**config.mk**
```make
export PLATFORM = sky130hd
export DESIGN_NAME = sound_sequencer_flat
export DESIGN_NICKNAME = d
export VERILOG_FILES = /design/src/rtl/sound_pkg.sv /design/src/rtl/sound_sequencer_if.sv /design/src/rtl/sound_rom.sv /design/src/rtl/sound_sequencer.sv /design/src/flat_wrapper.sv
export SDC_FILE = /design/constraint.sdc
export NUM_CORES = 1
export LEC_CHECK = 0
export CAP_MARGIN = 25
export CORE_ASPECT_RATIO = 0.75
export CORE_UTILIZATION = 60
export DETAILED_ROUTE_END_ITERATION = 10
export PLACE_DENSITY = 0.81
export SLEW_MARGIN = 10
export SYNTH_ARGS = -nofsm -noshare
export SYNTH_HDL_FRONTEND = slang
export SYNTH_SLANG_ARGS = --single-unit
```
**constraint.sdc**
```tcl
create_clock -name clk -period 7.4 [get_ports clk]
set_input_delay 1.48 -clock clk [delete_from_list [all_inputs] [get_ports clk]]
set_output_delay 1.48 -clock clk [all_outputs]
set_load 0.05 [all_outputs]
```
**src/rtl/sound_pkg.sv**
```systemverilog
// Shared types and constants for the jingle sequencer: note codes, jingle and FSM enums,
// the ROM entry layout and a small constructor for ROM entries.
package sound_pkg;

    localparam int DUR_W = 10;

    localparam logic [7:0] NOTE_A    = 8'd89;
    localparam logic [7:0] NOTE_DS   = 8'd126;
    localparam logic [7:0] NOTE_C    = 8'd149;
    localparam logic [7:0] NOTE_REST = 8'd0;

    // Encoding order doubles as arbitration priority (higher value wins).
    typedef enum logic [1:0] {
        J_START = 2'd0,
        J_EAT   = 2'd1,
        J_OVER  = 2'd2
    } jingle_t;

    typedef struct packed {
        logic [7:0]       code;
        logic [DUR_W-1:0] dur;
        logic             last;
    } note_t;

    typedef enum logic [1:0] {
        IDLE = 2'd0,
        NOTE = 2'd1,
        GAP  = 2'd2,
        DONE = 2'd3
    } state_t;

    function automatic note_t mkNote(logic [7:0] c, int d, logic l);
        note_t n;
        n.code = c;
        n.dur  = DUR_W'(d);
        n.last = l;
        return n;
    endfunction

endpackage

```
**src/rtl/sound_sequencer_if.sv**
```systemverilog
// Game-control and oscillator-facing signals of the sequencer, bundled as one interface.
interface sound_sequencer_if;
    logic       evt_start;
    logic       evt_eat;
    logic       evt_over;
    logic       mute;
    logic [7:0] freq;
    logic       playSound;
    logic       busy;
    logic       done;

    modport master (
        output evt_start, evt_eat, evt_over, mute,
        input  freq, playSound, busy, done
    );

    modport slave (
        input  evt_start, evt_eat, evt_over, mute,
        output freq, playSound, busy, done
    );
endinterface

```
**src/rtl/sound_rom.sv**
```systemverilog
// Fixed note table: combinational lookup of (jingle, note index) to code/duration/last flag.
module sound_rom
    import sound_pkg::*;
(
    input  jingle_t    jingle_i,
    input  logic [1:0] idx_i,
    output note_t      note_o
);

    // Unused slots decode as a one-tick last rest so a stray index can never hang the FSM.
    always_comb begin
        note_o = mkNote(NOTE_REST, 1, 1'b1);
        unique case (jingle_i)
            J_START: begin
                case (idx_i)
                    2'd0:    note_o = mkNote(NOTE_C,  100, 1'b0);
                    2'd1:    note_o = mkNote(NOTE_DS, 100, 1'b0);
                    2'd2:    note_o = mkNote(NOTE_A,  100, 1'b1);
                    default: note_o = mkNote(NOTE_REST, 1, 1'b1);
                endcase
            end
            J_EAT: begin
                case (idx_i)
                    2'd0:    note_o = mkNote(NOTE_C, 50, 1'b0);
                    2'd1:    note_o = mkNote(NOTE_A, 50, 1'b1);
                    default: note_o = mkNote(NOTE_REST, 1, 1'b1);
                endcase
            end
            J_OVER: begin
                case (idx_i)
                    2'd0:    note_o = mkNote(NOTE_A,    150, 1'b0);
                    2'd1:    note_o = mkNote(NOTE_REST,  50, 1'b0);
                    2'd2:    note_o = mkNote(NOTE_DS,   150, 1'b0);
                    default: note_o = mkNote(NOTE_C,    300, 1'b1);
                endcase
            end
            default: note_o = mkNote(NOTE_REST, 1, 1'b1);
        endcase
    end

endmodule

```
**src/rtl/sound_sequencer.sv**
```systemverilog
// Jingle sequencer: arbitrates game event pulses, walks the note table and drives the
// tone oscillator with registered freq/playSound plus busy/done status.
module sound_sequencer
    import sound_pkg::*;
#(
    parameter int TICK_CYCLES = 10000,
    parameter int GAP_TICKS   = 1
) (
    input logic               clk,
    input logic               rst,
    sound_sequencer_if.slave  bus
);

    localparam int PRESC_W = (TICK_CYCLES > 1) ? $clog2(TICK_CYCLES) : 1;

    state_t             state_q, state_d;
    jingle_t            jingle_q, jingle_d;
    logic [1:0]         idx_q, idx_d;
    logic [PRESC_W-1:0] presc_q, presc_d;
    logic [DUR_W-1:0]   ticks_q, ticks_d;
    note_t              note_q;
    note_t              romNote;

    logic [7:0] freq_q;
    logic       playSound_q;
    logic       busy_q;
    logic       done_q;

    logic       reqValid;
    jingle_t    reqJingle;
    logic       accept;
    logic       tick;
    logic       enter;
    logic [DUR_W-1:0] ticksInc;

    // The ROM is addressed with next-state values so outputs can be registered with 1-cycle latency.
    sound_rom uRom (
        .jingle_i (jingle_d),
        .idx_i    (idx_d),
        .note_o   (romNote)
    );

    always_comb begin
        reqValid  = bus.evt_start | bus.evt_eat | bus.evt_over;
        reqJingle = bus.evt_over ? J_OVER : (bus.evt_eat ? J_EAT : J_START);
        accept    = reqValid &&
                    ((state_q == IDLE) || (state_q == DONE) || (reqJingle >= jingle_q));
        tick      = (presc_q == PRESC_W'(TICK_CYCLES - 1));
        ticksInc  = ticks_q + DUR_W'(1);

        state_d  = state_q;
        jingle_d = jingle_q;
        idx_d    = idx_q;
        enter    = 1'b0;

        if (accept) begin
            state_d  = NOTE;
            jingle_d = reqJingle;
            idx_d    = 2'd0;
            enter    = 1'b1;
        end else begin
            unique case (state_q)
                IDLE: ;
                NOTE: begin
                    if (tick && (ticksInc == note_q.dur)) begin
                        enter = 1'b1;
                        if (note_q.last) begin
                            state_d = DONE;
                        end else if (GAP_TICKS == 0) begin
                            idx_d = idx_q + 2'd1;
                        end else begin
                            state_d = GAP;
                        end
                    end
                end
                GAP: begin
                    if (tick && (ticksInc == DUR_W'(GAP_TICKS))) begin
                        state_d = NOTE;
                        idx_d   = idx_q + 2'd1;
                        enter   = 1'b1;
                    end
                end
                DONE: begin
                    state_d = IDLE;
                    enter   = 1'b1;
                end
                default: begin
                    state_d = IDLE;
                    enter   = 1'b1;
                end
            endcase
        end

        // Counters restart on every state entry and stay parked outside NOTE/GAP.
        if (enter || (state_q == IDLE) || (state_q == DONE)) begin
            presc_d = '0;
            ticks_d = '0;
        end else if (tick) begin
            presc_d = '0;
            ticks_d = ticksInc;
        end else begin
            presc_d = presc_q + PRESC_W'(1);
            ticks_d = ticks_q;
        end
    end

    always_ff @(posedge clk) begin
        if (rst) begin
            state_q     <= IDLE;
            jingle_q    <= J_START;
            idx_q       <= '0;
            presc_q     <= '0;
            ticks_q     <= '0;
            note_q      <= '0;
            freq_q      <= '0;
            playSound_q <= 1'b0;
            busy_q      <= 1'b0;
            done_q      <= 1'b0;
        end else begin
            state_q     <= state_d;
            jingle_q    <= jingle_d;
            idx_q       <= idx_d;
            presc_q     <= presc_d;
            ticks_q     <= ticks_d;
            note_q      <= romNote;
            freq_q      <= (state_d == NOTE) ? romNote.code : 8'd0;
            playSound_q <= (state_d == NOTE) && (romNote.code != 8'd0) && !bus.mute;
            busy_q      <= (state_d == NOTE) || (state_d == GAP);
            done_q      <= (state_d == DONE);
        end
    end

    assign bus.freq      = freq_q;
    assign bus.playSound = playSound_q;
    assign bus.busy      = busy_q;
    assign bus.done      = done_q;

endmodule
```
**src/flat_wrapper.sv**
```systemverilog
// flat-port wrapper written by rule: the top's interface ports become plain ports
module sound_sequencer_flat import sound_pkg::*;
#(
    parameter int TICK_CYCLES = 10000,
    parameter int GAP_TICKS   = 1
)
  (clk, rst, bus_evt_start, bus_evt_eat, bus_evt_over, bus_mute, bus_freq, bus_playSound, bus_busy, bus_done);
  sound_sequencer_if bus_i ();
  input logic clk;
  input logic rst;
  input wire logic [$bits(bus_i.evt_start)-1:0] bus_evt_start;
  input wire logic [$bits(bus_i.evt_eat)-1:0] bus_evt_eat;
  input wire logic [$bits(bus_i.evt_over)-1:0] bus_evt_over;
  input wire logic [$bits(bus_i.mute)-1:0] bus_mute;
  output wire logic [$bits(bus_i.freq)-1:0] bus_freq;
  output wire logic [$bits(bus_i.playSound)-1:0] bus_playSound;
  output wire logic [$bits(bus_i.busy)-1:0] bus_busy;
  output wire logic [$bits(bus_i.done)-1:0] bus_done;
  assign bus_i.evt_start = bus_evt_start;
  assign bus_i.evt_eat = bus_evt_eat;
  assign bus_i.evt_over = bus_evt_over;
  assign bus_i.mute = bus_mute;
  assign bus_freq = bus_i.freq;
  assign bus_playSound = bus_i.playSound;
  assign bus_busy = bus_i.busy;
  assign bus_done = bus_i.done;
  sound_sequencer #(.TICK_CYCLES(TICK_CYCLES), .GAP_TICKS(GAP_TICKS)) u_core (.clk(clk), .rst(rst), .bus(bus_i));
endmodule
```
==> impl_metrics.py, run 1 <==
metrics = {
    "outcome": {
        "outcome": "completed",
    },
    "detailed_routing": {
        "routed_wl_um": 5370,
        "antenna_left": 0,
        "firstDrtPassIters": 4,
        "vias": 2203,
        "drc_errors": 0,
        "drt_iter0_markers": 188,
        "wl_per_cell_um": 14.2,
        "avgViaCountPerCell": 5.84,
    },
    "critical_path": {
        "slowest_delay_ps": 540,
        "reg2reg_setup_slack_ps": 3600,
        "path_buf_inv": 2,
        "worst_r2r_endpoint": "u_core.bus.playSound",
        "arrival_ps": 5090,
        "r2r-start": "u_core.presc_q[0]",
        "crit_chain": "clkdlybuf4s50_1, nand2b_1, ha_1, nand2b_1, a21oi_1, nor2_1, nor2_1, mux2i_1, inv_2, ha_1, nor2_1, or3_1, a21boi_0, o22ai_1, o21a_1",
        "timing.critical_path.mode_cell": "nor2_1",
        "critPathLaunchType": "input pin",
        "end_kind": "register",
        "cpMaxStageDelayCell": "nor2_1",
        "r2r_cells": 13,
        "required_ps": 7600,
        "cp_top_family": "simple AND/OR/NAND/NOR gates",
        "crit_fanout": 12,
        "path_class": "in2reg",
    },
    "floorplan": {
        "die_w_um": 79.0,
        "initial_core_util_pct": 64.2,
        "die_h_um": 59.8,
        "die_area_mm2": 0.00472,
        "core_area_mm2": 0.00415,
        "row_count": 20,
        "io_pins": 17,
    },
    "global_route": {
        "first_global_vias": 1955,
        "antenna_found_initial": 0,
        "gr-total-overflow": 0,
        "grt_start_max_net_pins": 25,
        "track_usage_pct": 25.3,
        "grt_pass1_wl_um": 9250,
    },
    "worst_hold_path": {
        "hold_path.class": "reg2reg",
        "worstHoldStart": "u_core.presc_q[0]",
        "min_to": "u_core.presc_q[0]",
        "min_path_cells": 1,
    },
    "sta": {
        "slew_headroom_pct": 56.1,
        "skew_ps": 3.52,
        "fmax_mhz": 205,
        "tns_ps": 0,
        "period_needed_ps": 4890,
        "slew_viol_final": 0,
        "post-route-period-util_pct": 66.0,
        "tightest_slew_ps": 640,
        "setup_violations": 0,
        "rsz0062_at_grt": "false",
        "hold_viol": 0,
    },
    "clock_network": {
        "cts_tree": "built",
        "cts.clk_slew.worst_paths_ps": 90,
        "cts.path.max_buffers": 2,
        "cts_hold_buf": 0,
        "root_buffer": "clkbuf_8",
        "h-tree-depth": 2,
        "post_cts_resized": 0,
        "post_cts_buffers": 0,
        "cts_buffers": 5,
        "insertion_delay_ps": 300,
        "clock-sinks": 47,
    },
    "finish": {
        "antennaDiodeCount": 0,
        "fin_area_mm2": 0.00289,
        "nets": 344,
        "drive_gt1_share_pct": 5.59,
        "areaGrowthSynthToFinish_pct": 8.25,
    },
    "synth": {
        "async_flop_share_pct": 0,
        "synth_top_area_share_pct": 35.3,
        "synth_cells": 316,
        "synth_area_leaders": "dfxtp_1, ha_1, nor2_1, xnor2_1, xor2_1",
        "synth_edf_count": 0,
        "synth.distinct_cells": 51,
        "synth_fp_nets": 339,
        "yosys-top-cells-count": "dfxtp_1, nor2_1, nand2_1",
        "yosysTopAreaCell": "dfxtp_1",
        "syn_area_mm2": 0.00267,
        "synth.most_common_cell": "dfxtp_1",
        "synth-seq-cells": 47,
        "postSynthAreaPerCell_um2": 8.45,
        "ys_seq_area_share_pct": 35.3,
        "synthFlopType": "dfxtp_1",
        "synth_warnings": 0,
    },
    "power_and_ir_drop": {
        "p_per_area_mw_per_mm2": 182,
        "peakVddDrop_v": 0.000145,
        "leakagePower_uw": 0.00101,
    },
    "flow_run": {
        "max_cap_violations": 0,
    },
    "placed_design": {
        "gp_congestion": 0.866,
        "place_hpwl_um": 3940,
        "postPlaceCellArea_mm2": 0.00280,
        "io_buffers": 16,
    },
}
[layout make-up]
class | count | area (µm²)
clock buffer | 5 | 68.8
multi-input combinational | 240 | 1590
inverter | 10 | 37.5
fill | 356 | 1260
sequential | 47 | 941
clock inverter | 3 | 20.0
tap | 55 | 68.8
timing repair buffer | 17 | 168
[worst max-delay path by stage]
stage	start	end	slack (ps)	cells after the start
after floorplan	bus_evt_over	u_core.bus.playSound	3300	15
after global placement	bus_evt_over	u_core.bus.playSound	2470	15
after detailed placement	bus_evt_over	u_core.bus.playSound	2220	15
after CTS	bus_evt_over	u_core.bus.playSound	2560	15
after global routing	bus_evt_over	u_core.bus.playSound	2170	15
final	bus_evt_over	u_core.bus.playSound	2510	15
[where the power goes]
group	switching, µW	internal [µW]	leakage (µW)
Clock	90.9	65.9	0.0000402
Sequential	5.38	264	0.000383
Combinational	65.0	35.0	0.000588
[worst reg2reg max path, stage by stage, from the launching register on]
cell	delay, ps
dfxtp_1	400
ha_1	220
and3_1	280
nand4_1	230
a221o_1	410
nor4_4	330
mux2i_1	610
inv_2	160
ha_1	260
nor2_1	90
or3_1	180
a21boi_0	240
o22ai_1	100
o21a_1	190
[logic make-up (layout without fill, tap and decap cells)]
family | Yosys count | after routing | synth area share (%)
simple gates | 140 | 140 | 28.0
compound gates | 49 | 49 | 12.1
flops | 47 | 47 | 35.3
xor+xnor | 31 | 31 | 10.2
buf+inv | 29 | 35 | 5.34
fa+ha+maj | 17 | 17 | 7.97
mux | 3 | 3 | 1.13
[cells in the final DEF (no fill, tap or decap), types with 5 or more instances in the layout]
| cell | netlist | layout |
|---|---|---|
| dfxtp_1 | 47 | 47 |
| nor2_1 | 43 | 43 |
| nand2_1 | 20 | 20 |
| xnor2_1 | 18 | 18 |
| ha_1 | 17 | 17 |
| nor3_1 | 16 | 16 |
| clkdlybuf4s50_1 | 0 | 16 |
| a21oi_1 | 13 | 13 |
| xor2_1 | 13 | 13 |
| nand3_1 | 11 | 11 |
| o21ai_0 | 10 | 10 |
| inv_1 | 9 | 9 |
| nand4_1 | 8 | 8 |
| o21a_1 | 6 | 6 |
| or3_1 | 6 | 6 |
| nand2b_1 | 5 | 5 |
| and3_1 | 5 | 5 |
| clkbuf_8 | 0 | 5 |
[sequential cells by signal (all words and copies together), names as in the netlist]
signal / count
u_core.bus.done: 1
u_core.presc_q: 14
u_core.jingle_q: 2
u_core.bus.busy: 1
u_core.bus.playSound: 1
u_core.state_q: 2
u_core.bus.freq: 6
u_core.note_q: 8
u_core.ticks_q: 10
u_core.idx_q: 2
[through the flow]
stage | hold slack (ps) | std cells | util (%) | worst slack (ps) | power, µW
6_report | 503 | 377 | 69.5 | 2510 | 526
5_1_grt | 537 | 377 | 69.5 | 2170 | 552
4_1_cts | 504 | 377 | 69.5 | 2560 | 529
3_5_place_dp | 490 | 369 | 67.4 | 2220 | 375
3_3_place_gp | 487 | 369 | 67.4 | 2470 | 373
2_1_floorplan | 456 | 316 | - | 3300 | 349
[layer usage]
layer / part of all wire [%] / GRT usage, % / wire (µm) / vias to the layer above
met5: 0 / 0 / 0 / -
met4: 0.35 / 5.45 / 19 / 0
met3: 4.4 / 5.95 / 235 / 4
met2: 43 / 36.8 / 2300 / 49
met1: 52 / 37.6 / 2810 / 1043
li1: - / - / - / 1107
Note: power is estimated with default switching activity, not from simulation.
==> inputs of run 2 (changes only) <==
Settings changed: CORE_UTILIZATION 60 to 59, PLACE_DENSITY 0.81 to 0.79.
Clock period 7.4 ns to 5 ns, I/O delays scaled along.
==> run 2 against run 1 <==
Compared with the run above: count of clock-buffer cells in the layout stayed put; via count is 1.5% lower; utilization is 0.084 points lower; sequential power is 48% higher; clock power is 78% higher; hold slack better by 5.4 ps; first-iteration DRC count is 5.3% lower; critical path depth is 1 higher; setup slack worse by 1600 ps; critical path type unchanged.
==> impl_metrics.py, run 2 (synthesis results as in run 1) <==
metrics = {
    "finish": {
        "nets": 345,
        "final_util_pct": 69.5,
        "final_cell_mix": "dfxtp_1, nor2_1, nand2_1",
        "drive_gt1_share_pct": 5.88,
        "fin_area_mm2": 0.00292,
        "antennaDiodeCount": 0,
        "nFillCells": 341,
        "reg_top3": "u_core.presc_q (14), u_core.ticks_q (10), u_core.note_q (8)",
        "layout_commonest_cell": "dfxtp_1",
        "largest_reg_flops": 14,
        "regMostFlops": "u_core.presc_q",
        "areaGrowthSynthToFinish_pct": 9.42,
    },
    "detailed_routing": {
        "wl_per_cell_um": 13.8,
        "drc_errors": 0,
        "avgViaCountPerCell": 5.74,
        "routed_wl_um": 5220,
        "vias": 2171,
        "antenna_left": 0,
        "drt_iter0_markers": 178,
        "firstDrtPassIters": 4,
    },
    "critical_path": {
        "crit_fanout": 12,
        "worst_r2r_endpoint": "u_core.bus.playSound",
        "critPathLaunchType": "input pin",
        "slowest_delay_ps": 530,
        "crit_end": "u_core.bus.playSound",
        "worstSetupStartpoint": "bus_evt_over",
        "crit_cells": 16,
        "cpMaxStageDelayCell": "nor2_1",
        "required_ps": 5200,
        "r2r_cells": 13,
        "arrival_ps": 4310,
        "cp_top_family": "simple AND/OR/NAND/NOR gates",
        "path_buf_inv": 3,
        "path_class": "in2reg",
        "reg2reg_setup_slack_ps": 1270,
        "crit_chain": "clkdlybuf4s50_1, nand2b_1, ha_1, nand2b_1, a21oi_1, nor2_1, nor2b_1, mux2i_1, buf_4, inv_2, ha_1, nor2_1, or3_1, a21boi_0, o22ai_1, o21a_1",
        "r2r-start": "u_core.ticks_q[3]",
        "end_kind": "register",
    },
    "global_route": {
        "antenna_found_initial": 0,
        "grt_pass1_wl_um": 8850,
        "first_global_vias": 1933,
        "track_usage_pct": 24.2,
        "grt_start_max_net_pins": 25,
        "gr-total-overflow": 0,
    },
    "outcome": {
        "outcome": "completed",
    },
    "floorplan": {
        "die_area_mm2": 0.00480,
        "core_area_mm2": 0.00420,
        "io_pins": 17,
        "initial_core_util_pct": 63.5,
        "row_count": 20,
        "die_w_um": 79.7,
        "die_h_um": 60.2,
    },
    "sta": {
        "rsz0062_at_grt": "false",
        "post-route-period-util_pct": 82.3,
        "period_needed_ps": 4110,
        "fin_ws_ps": 885,
        "slew_viol_final": 0,
        "tns_ps": 0,
        "skew_ps": 7.48,
        "setup_violations": 0,
        "slew_headroom_pct": 53.9,
        "hold_viol": 0,
        "fmax_mhz": 243,
        "tightest_slew_ps": 689,
    },
    "placed_design": {
        "place_hpwl_um": 3720,
        "gp_congestion": 0.816,
        "dp_slack_ps": 643,
        "io_buffers": 16,
        "postPlaceCellArea_mm2": 0.00281,
    },
    "worst_hold_path": {
        "hold_path.class": "reg2reg",
    },
    "clock_network": {
        "root_buffer": "clkbuf_8",
        "cts.clk_slew.worst_paths_ps": 80,
        "clock-sinks": 47,
        "cts_buffers": 5,
        "post_cts_buffers": 0,
        "cts_tree": "built",
        "h-tree-depth": 2,
        "cts.path.max_buffers": 2,
        "cts_hold_buf": 0,
        "insertion_delay_ps": 300,
        "post_cts_resized": 0,
    },
    "flow_run": {
        "max_cap_violations": 0,
    },
    "power_and_ir_drop": {
        "p_per_area_mw_per_mm2": 283,
        "peakVddDrop_v": 0.000210,
        "leakagePower_uw": 0.00103,
    },
}
-- run 2: changes by cell type in the layout (fill, tap and decap cells not counted) --
cell | previous run | this run
buf_4 | 1 | 2
bufinv_16 | 0 | 1
clkinv_4 | 0 | 1
clkinvlp_4 | 2 | 0
-- run 2: stage by stage --
stage	total power, µW	hold WS (ps)	instances
5_1_grt	865	541	378
3_5_place_dp	554	493	370
2_1_floorplan	516	456	316
3_3_place_gp	553	488	370
6_report	827	508	378
4_1_cts	832	512	378
-- run 2: layout make-up --
class | instances | area (µm²) | share of cell area, %
clock buffer | 5 | 68.8 | 2.36
clock inverter | 3 | 43.8 | 1.50
inverter | 10 | 37.5 | 1.29
multi-input combinational | 240 | 1590 | 54.3
sequential | 47 | 941 | 32.2
tap | 55 | 68.8 | 2.36
timing repair buffer | 18 | 175 | 6.00
-- run 2: worst min-delay path by stage --
stage | start | to | depth (start not counted)
after floorplan | u_core.presc_q[0] | u_core.presc_q[0] | 1
after global placement | u_core.presc_q[0] | u_core.presc_q[0] | 1
after detailed placement | u_core.presc_q[0] | u_core.presc_q[0] | 1
after CTS | u_core.presc_q[0] | u_core.presc_q[0] | 1
after global routing | u_core.presc_q[0] | u_core.presc_q[0] | 1
final | u_core.presc_q[0] | u_core.presc_q[0] | 1
-- run 2: routing by layer --
layer,share of wire (%),up-vias,global-route usage (%)
li1,-,1108,-
met1,53,1020,36.1
met2,42,36,34.6
met3,3.7,7,4.27
met4,0.90,0,8.57
met5,0,-,0
-- run 2: worst register-to-register path: stages (launching register included) --
cell and delay [ps]:
dfxtp_1 530, nand4_1 220, or3_1 390, a221o_1 440, nor4_4 320, nand2_1 110
xor2_1 180, or2_2 340, ha_1 250, nor2_1 100, or3_1 190, a21boi_0 260
o22ai_1 110, o21a_1 190
-- run 2: power by group --
| part | total (µW) | internal, µW | switching (µW) |
|---|---|---|---|
| clock | 280 | 149 | 131 |
| combinational | 147 | 51.8 | 95.6 |
| sequential | 399 | 391 | 7.94 |
| total | 827 | 592 | 235 |
==> inputs of run 3 (changes only) <==
Settings changed: CORE_UTILIZATION 59 to 53, PLACE_DENSITY 0.79 to 0.75.
Clock period 5 ns to 3.5 ns, I/O delays scaled along.
==> run 3 against run 2 <==
Compared with the run above: non-clock buffer count increased by 33; largest cell class unchanged; critical path type is now reg2reg; first-iteration DRC count decreased by 20%; total power increased by 45%; count of clock-buffer cells in the layout unchanged; design area increased by 9.0%.
==> impl_metrics.py, run 3 (synthesis results as in run 1) <==
metrics = {
    "outcome": {
        "outcome": "completed",
    },
    "global_route": {
        "gr-total-overflow": 0,
        "grt_start_max_net_pins": 25,
        "grt_pass1_wl_um": 9890,
        "antenna_found_initial": 0,
        "track_usage_pct": 23.4,
        "first_global_vias": 2122,
    },
    "floorplan": {
        "core_area_mm2": 0.00465,
        "row_count": 21,
        "die_w_um": 83.9,
        "io_pins": 17,
        "die_h_um": 63.5,
        "die_area_mm2": 0.00533,
        "initial_core_util_pct": 57.4,
    },
    "clock_network": {
        "post_cts_buffers": 0,
        "cts.clk_slew.worst_paths_ps": 90,
        "cts_buffers": 5,
        "cts_tree": "built",
        "cts_hold_buf": 0,
        "insertion_delay_ps": 300,
        "cts.path.max_buffers": 2,
        "root_buffer": "clkbuf_8",
        "post_cts_resized": 0,
        "clock-sinks": 47,
        "h-tree-depth": 2,
    },
    "sta": {
        "slew_viol_final": 0,
        "post-route-period-util_pct": 94.8,
        "setup_violations": 0,
        "slew_headroom_pct": 57.9,
        "skew_ps": 6.84,
        "period_needed_ps": 3320,
        "rsz0062_at_grt": "false",
        "hold_viol": 0,
        "tightest_slew_ps": 632,
        "whs_ps": 541,
        "fmax_mhz": 301,
    },
    "finish": {
        "antennaDiodeCount": 0,
        "drive_gt1_share_pct": 16.1,
        "finalNonFillerCells": 412,
        "fin_area_mm2": 0.00318,
        "largest_reg_flops": 14,
        "regMostFlops": "u_core.presc_q",
        "reg_top3": "u_core.presc_q (14), u_core.ticks_q (10), u_core.note_q (8)",
        "final_util_pct": 68.5,
        "layout_commonest_cell": "dfxtp_1",
        "final_cell_mix": "dfxtp_1, nor2_1, buf_4",
        "areaGrowthSynthToFinish_pct": 19.3,
        "nets": 378,
    },
    "power_and_ir_drop": {
        "leakagePower_uw": 0.00119,
        "p_per_area_mw_per_mm2": 377,
        "peakVddDrop_v": 0.000232,
        "finalPower_uw": 1200,
    },
    "critical_path": {
        "critPathLaunchType": "register",
        "arrival_ps": 3520,
        "crit_fanout": 6,
        "end_kind": "register",
        "path_class": "reg2reg",
        "required_ps": 3700,
    },
    "placed_design": {
        "placed_cells_incl_taps": 405,
        "place_hpwl_um": 4420,
        "gp_congestion": 0.874,
        "postPlaceCellArea_mm2": 0.00306,
        "io_buffers": 16,
    },
    "flow_run": {
        "max_cap_violations": 0,
    },
    "detailed_routing": {
        "routed_wl_um": 5850,
        "vias": 2306,
        "antenna_left": 0,
        "drc_errors": 0,
        "avgViaCountPerCell": 5.60,
        "wl_per_cell_um": 14.2,
        "firstDrtPassIters": 4,
        "drt_iter0_markers": 142,
    },
    "worst_hold_path": {
        "hold_path.class": "reg2reg",
    },
}
==> run 3: final timing paths <==
check	startpoint	end	slack [ps]	cells after the start
hold reg to reg	u_core.presc_q[0]	u_core.presc_q[0]	540	2
hold / removal	u_core.presc_q[0]	u_core.presc_q[0]	540	2
setup / recovery	u_core.ticks_q[1]	u_core.bus.playSound	180	13
setup reg to reg	u_core.ticks_q[1]	u_core.bus.playSound	180	13
==> run 3: final cells by class <==
| cell class | count | area, µm² |
|---|---|---|
| tap | 57 | 71.3 |
| inverter | 10 | 37.5 |
| fill | 383 | 1470 |
| clock inverter | 2 | 37.5 |
| sequential | 47 | 943 |
| multi-input combinational | 240 | 1600 |
| clock buffer | 5 | 68.8 |
| timing repair buffer | 51 | 423 |
==> run 3: report_power, final <==
group          switching, µW  leakage [µW]  internal (µW)
Clock                    182     0.0000502            209
Sequential              12.0      0.000384            559
Combinational            145      0.000755           94.6
Total                    340       0.00119            862
==> run 3: stage by stage <==
step                TNS [ps]  setup slack, ps
CTS                        0              136
finish                     0              181
global placement           0             23.0
global route               0             10.0
floorplan                  0              177
detailed placement      -247             -137
==> run 3: metal layers <==
layer	vias to the layer above	GRT usage (%)	routed length, µm
met3	4	5.50	240
met5	-	0	0
met4	0	4.53	33
met1	1075	33.9	3060
li1	1183	-	-
met2	44	35.6	2510
==> run 3: worst max-delay path, cell delays in order, from the launching register on <==
cell and delay, ps:
dfxtp_1 480, nand3_4 110, or3_1 370, a221o_1 400, nor4_4 300, nand2_1 110
xor2_1 160, or2_2 330, ha_1 210, nor2_1 90, or3_1 130, a21boi_0 220
o22ai_1 100, o21a_1 200
